**config.mk**
```make
export PLATFORM = sky130hd
export DESIGN_NAME = seq_decoder_3to8
export DESIGN_NICKNAME = d
export VERILOG_FILES = /design/src/rtl/seq_decoder_3to8_pkg.sv /design/src/rtl/seq_decoder_3to8_pend_buf.sv /design/src/rtl/seq_decoder_3to8.sv
export SDC_FILE = /design/constraint.sdc
export NUM_CORES = 1
export LEC_CHECK = 0
export CORE_ASPECT_RATIO = 1.4
export CORE_MARGIN = 2
export CORE_UTILIZATION = 54
export DETAILED_ROUTE_END_ITERATION = 8
export PLACE_DENSITY = 0.87
export SYNTH_ARGS = -nofsm -noshare
export SYNTH_HDL_FRONTEND = slang
export SYNTH_SLANG_ARGS = --single-unit
```
**constraint.sdc**
```tcl
create_clock -name clk -period 2.1 [get_ports clk]
set_clock_uncertainty 0.1 [all_clocks]
set_input_delay 0.21 -clock clk [delete_from_list [all_inputs] [get_ports clk]]
set_output_delay 0.21 -clock clk [all_outputs]
set_load 0.02 [all_outputs]
```
**src/rtl/seq_decoder_3to8_pkg.sv**
```systemverilog
// Shared types and widths for the sequenced 3-to-8 decoder.
package seq_dec_pkg;

  typedef enum logic [1:0] {
    IDLE,
    HOLD,
    GAP
  } dec_state_t;

  localparam int CODE_W = 3;
  localparam int OUT_W  = 8;

endpackage

```
**src/rtl/seq_decoder_3to8_pend_buf.sv**
```systemverilog
// One-entry code buffer between the input handshake and the pulse sequencer.
module code_pend_buf
  import seq_dec_pkg::*;
(
  input  logic              clk,
  input  logic              rst,
  input  logic              push,
  input  logic              pop,
  input  logic [CODE_W-1:0] code,
  output logic              full,
  output logic [CODE_W-1:0] data
);

  // A push always wins: a simultaneous pop empties the slot as it refills.
  always_ff @(posedge clk or posedge rst) begin
    if (rst) begin
      full <= 1'b0;
    end else if (push) begin
      full <= 1'b1;
    end else if (pop) begin
      full <= 1'b0;
    end
  end

  always_ff @(posedge clk) begin
    if (push) begin
      data <= code;
    end
  end

endmodule

```
**src/rtl/seq_decoder_3to8.sv**
```systemverilog
// Registered 3-to-8 decoder: each accepted code becomes a timed one-hot pulse
// followed by an optional dead gap; one further code may wait in a buffer.
module seq_decoder_3to8
  import seq_dec_pkg::*;
#(
  parameter int unsigned HOLD_CYCLES = 4,
  parameter int unsigned GAP_CYCLES  = 1,
  parameter int unsigned CNT_W       = 8
) (
  input  logic              clk,
  input  logic              rst,
  input  logic              en,
  input  logic              in_valid,
  output logic              in_ready,
  input  logic [CODE_W-1:0] in_code,
  output logic [OUT_W-1:0]  out_onehot,
  output logic              out_valid,
  output logic              busy
);

  localparam logic [CNT_W-1:0] HOLD_LOAD = CNT_W'(HOLD_CYCLES - 1);
  localparam logic [CNT_W-1:0] GAP_LOAD  = CNT_W'(GAP_CYCLES - 1);
  localparam bit               HAS_GAP   = (GAP_CYCLES != 0);

  dec_state_t        state;
  dec_state_t        state_next;
  logic [CNT_W-1:0]  cnt;
  logic [CNT_W-1:0]  cnt_next;
  logic [CODE_W-1:0] cur_code;
  logic [CODE_W-1:0] cur_next;
  logic [CODE_W-1:0] pend_code;
  logic [OUT_W-1:0]  out_next;
  logic              pend_full;
  logic              pend_full_next;
  logic              push;
  logic              pop;

  function automatic logic [OUT_W-1:0] decode(input logic [CODE_W-1:0] code);
    return OUT_W'(1) << code;
  endfunction

  assign in_ready       = !rst && en && (!pend_full || pop);
  assign push           = in_valid && in_ready;
  assign pend_full_next = push || (pend_full && !pop);

  code_pend_buf u_pend_buf (
    .clk  (clk),
    .rst  (rst),
    .push (push),
    .pop  (pop),
    .code (in_code),
    .full (pend_full),
    .data (pend_code)
  );

  // With en low everything holds and the output is blanked; HOLD re-drives
  // the current code on every counting cycle so it resumes cleanly.
  always_comb begin
    state_next = state;
    cnt_next   = cnt;
    cur_next   = cur_code;
    out_next   = '0;
    pop        = 1'b0;
    if (en) begin
      case (state)
        IDLE: begin
          if (pend_full) begin
            pop        = 1'b1;
            cur_next   = pend_code;
            out_next   = decode(pend_code);
            cnt_next   = HOLD_LOAD;
            state_next = HOLD;
          end
        end
        HOLD: begin
          if (cnt != '0) begin
            cnt_next = cnt - CNT_W'(1);
            out_next = decode(cur_code);
          end else if (HAS_GAP) begin
            cnt_next   = GAP_LOAD;
            state_next = GAP;
          end else if (pend_full) begin
            pop      = 1'b1;
            cur_next = pend_code;
            out_next = decode(pend_code);
            cnt_next = HOLD_LOAD;
          end else begin
            state_next = IDLE;
          end
        end
        GAP: begin
          if (cnt != '0) begin
            cnt_next = cnt - CNT_W'(1);
          end else begin
            state_next = IDLE;
          end
        end
        default: begin
          state_next = IDLE;
        end
      endcase
    end
  end

  always_ff @(posedge clk or posedge rst) begin
    if (rst) begin
      state      <= IDLE;
      cnt        <= '0;
      out_onehot <= '0;
      out_valid  <= 1'b0;
      busy       <= 1'b0;
    end else begin
      state      <= state_next;
      cnt        <= cnt_next;
      out_onehot <= out_next;
      out_valid  <= (out_next != '0);
      busy       <= (state_next != IDLE) || pend_full_next;
    end
  end

  always_ff @(posedge clk) begin
    cur_code <= cur_next;
  end

endmodule

```
==> results.py <==
metrics = {
    "status": {
        "outcome": "finished clean",
    },
    "sta": {
        "fin_crit_ps": 2040,
        "layout_worst_path_cycle_share": 0.971,
        "final_max_slew_viol_count": 0,
        "rsz0062_at_grt": "false",
        "tightestPinTransition_ps": 501,
        "report.final.setup_viol": 0,
        "fmaxAchievable_ghz": 0.490,
        "remaining_max_slew_budget_at_the_tightest_pin": 0.664,
        "totalNegativeSetupSlack_ps": 0,
        "hold_viol": 0,
    },
    "clock_network": {
        "clk_pin_slew_worst_paths_ps": 140,
        "clock_path_buffers": 2,
        "cts_tree": "done",
        "clock_tree_root_driver_cell": "sky130_fd_sc_hd__clkbuf_4",
        "cts_made_buffers": 3,
        "clkSinkCount": 27,
        "cts.htree.levels": 1,
        "later_pin_clock_latency_in_the_skew_report_ps": 320,
    },
    "placement": {
        "detailedPlacementHpwl_mm": 2.30,
        "port-buffer-count": 17,
        "place_congestion": 0.932,
        "numPlacedInstances": 196,
    },
    "setup_path": {
        "setup.reg_to_reg.worst_slack_ps": 60,
        "worst-r2r-cell-count": 4,
        "criticalPathCategory": "flip-flop to flip-flop",
        "path_cells": "or3_4 -> or4_1 -> or3_1 -> a22oi_2",
        "critical_path_cell_count": 4,
        "crit-reg2reg-capture": "cnt[7]",
        "endpoint_kind": "flip-flop",
        "cp_max_fo": 5,
        "timing.critical_path.slowest_cell_delay_ps": 500,
        "launching_element_type_of_the_critical_path": "flip-flop",
        "timing.critical_path.required_ps": 2250,
        "critical_path.top_delay_family": "simple AND/OR/NAND/NOR gates",
        "worst_setup_path_endpoint": "cnt[7]",
        "critPathArrivalTime_ps": 2190,
        "path_buf_inv": 0,
        "slowest_stage": "sky130_fd_sc_hd__or4_1",
        "worst_r2r_startpoint": "cnt[4]",
        "critical_path.startpoint": "cnt[4]",
    },
    "global_route": {
        "grt_first_pass_wirelength_mm": 5.14,
        "grt_start_max_net_pins": 21,
        "grt_util_all_layers": 0.229,
        "globalRoute.busiestLayer": "met2",
        "groute.layer.met2.usage": 0.375,
        "first_global_vias": 1209,
        "grt_met3_usage": 0.0395,
        "grt_remaining_overflow": 0,
        "met1_usage": 0.269,
        "initial_antenna_violation_count": 0,
    },
    "synth": {
        "synth_sequential_area_ratio": 0.502,
        "synth_cell_types": 40,
        "yosys_most_used_dff": "sky130_fd_sc_hd__dfrtp_1",
        "post-synth-top-count-cell": "sky130_fd_sc_hd__dfrtp_1",
        "yosys-top-cells-area": "sky130_fd_sc_hd__dfrtp_1, sky130_fd_sc_hd__edfxtp_1, sky130_fd_sc_hd__ha_1",
        "ys_async_sr_fraction": 0.778,
        "synth_top_area_share": 0.374,
        "synth_area_leader_cell": "sky130_fd_sc_hd__dfrtp_1",
        "synth.net_count": 149,
        "mappedNetlistArea_um2": 1410,
        "netlist_instances": 136,
        "yosysWarnings": 0,
        "synth_enable_flop_cells": 6,
        "netlist_top_cells_count": "sky130_fd_sc_hd__dfrtp_1, sky130_fd_sc_hd__nor2_1, sky130_fd_sc_hd__a22oi_1, sky130_fd_sc_hd__inv_1",
        "syn-mean-instance-area_um2": 10.3,
        "ys_ff_latch": 27,
    },
    "drt": {
        "drc_errors": 0,
        "vias": 1222,
        "detail_route.wirelength_mm": 3.04,
        "drt_pre_antenna_iters": 4,
        "route.detailed.vias_per_inst": 6.05,
        "drt_iter0_markers": 55,
        "drtAntennaViolNets": 0,
        "routedWlPerCell_um": 15.1,
    },
    "layout": {
        "layoutNonFillerInstCount": 202,
        "drive_gt1_frac": 0.167,
        "fin_nets": 182,
        "num_antenna_cells": 0,
        "area_growth_syn_to_layout_pct": 25.3,
    },
    "pwr": {
        "power_density_nw_per_um2": 1280,
        "cellInternalPower_mw": 1.31,
        "sw_frac_of_total": 0.417,
        "switching_power_mw": 0.938,
        "comb_power_share": 0.556,
        "pwr-share-seq": 0.347,
        "report.power.total_mw": 2.25,
        "leakagePower_nw": 0.769,
        "power.ir.vdd_worst_mv": 0.932,
        "clock_power_share": 0.097,
    },
    "floorplan": {
        "core.rowCount": 21,
        "io_pins": 18,
        "floorplan.initialDensity": 0.576,
        "chipHeight_um": 64.4,
        "core_area_um2": 2440,
        "die_x_um": 47.1,
        "die-area_um2": 3030,
    },
    "hold_path": {
        "hold_path_class": "primary input to flip-flop",
        "min-delay-start": "in_code[2]",
    },
    "job": {
        "cap_viol_max_count": 0,
    },
}
## layout make-up
class | instances | area [µm²]
repair buffers | 32 | 284
well taps | 34 | 42.5
flip-flops and latches | 27 | 706
fillers | 190 | 682
inverters | 8 | 30.0
clock inverters | 1 | 5.00
clock buffers | 3 | 22.5
multi-input cells | 97 | 672
## cells by family (layout without fill, tap and decap cells)
family | Yosys count | count (layout) | synth area share
flip-flops | 27 | 27 | 0.502
AND/OR/NAND/NOR | 47 | 47 | 0.188
adder cells (fa/ha/maj) | 6 | 6 | 0.0534
buffers and inverters | 12 | 44 | 0.0374
multiplexers | 1 | 1 | 0.00801
AO/OA/AOI/OAI | 43 | 43 | 0.212
## layout by cell type (no fill, tap or decap), drive strengths merged, types with 2 or more instances in the layout
master | netlist | final
clkbuf | 2 | 3
buf | 2 | 14
nand2 | 4 | 4
ha | 6 | 6
inv | 8 | 8
dfrtp | 21 | 21
a22oi | 9 | 9
and3 | 2 | 2
nand3 | 3 | 3
and2 | 3 | 3
nor2 | 14 | 14
or3 | 6 | 6
a21boi | 2 | 2
a31oi | 3 | 3
edfxtp | 6 | 6
nor2b | 5 | 5
o21bai | 2 | 2
o211ai | 2 | 2
clkdlybuf4s50 | 0 | 16
o21ai | 8 | 8
a32oi | 3 | 3
or4 | 4 | 4
o31ai | 2 | 2
a21oi | 6 | 6
## flip-flops by register name, indices dropped and copies added (netlist names)
signal	flops
state	2
u_pend_buf.full	1
u_pend_buf.data	3
out_valid	1
cnt	8
cur_code	3
busy	1
out_onehot	8
## power groups by stage
stage	Clock (mW)	Combinational, mW	Sequential [mW]
finish	0.219	1.25	0.780
global route	0.253	1.37	0.798
CTS	0.221	1.15	0.772
detailed placement	0	1.14	0.785
global placement	0	1.09	0.774
floorplan	0	0.681	0.814
## layer usage
metal  part of all wire  up-vias
met5                  0        -
met4              0.037        0
met3              0.051       16
met2               0.53       50
met1               0.38      584
li1                   -      572
## what timing repair did
| item | CTS | global route |
|---|---|---|
| gates resized for setup | 1 | 5 |
| buffers inserted | 0 | 1 |
| hold buffers | 1 | 0 |
| endpoints found under the hold margin | 1 | 0 |
| setup endpoints to repair | 1 | 7 |
## stage by stage
step / hold WS, ps / instance area (µm²) / setup WS [ps] / utilization
after floorplan: 86.5 / 1410 / 86.2 / -
after global placement: 288 / 1690 / 87.0 / 0.693
after detailed placement: 298 / 1690 / 84.5 / 0.693
after CTS: 328 / 1730 / 49.2 / 0.708
after global routing: 294 / 1760 / 10.3 / 0.721
final: 330 / 1760 / 59.9 / 0.721
## how the worst min path moves through the flow
| stage | endpoint | depth (start not counted) |
|---|---|---|
| floorplan | busy | 1 |
| global placement | u_pend_buf.full | 2 |
| detailed placement | u_pend_buf.full | 2 |
| CTS | u_pend_buf.data[2] | 1 |
| global route | u_pend_buf.data[0] | 1 |
| finish | u_pend_buf.data[2] | 1 |
(Power assumes the default switching activity.)
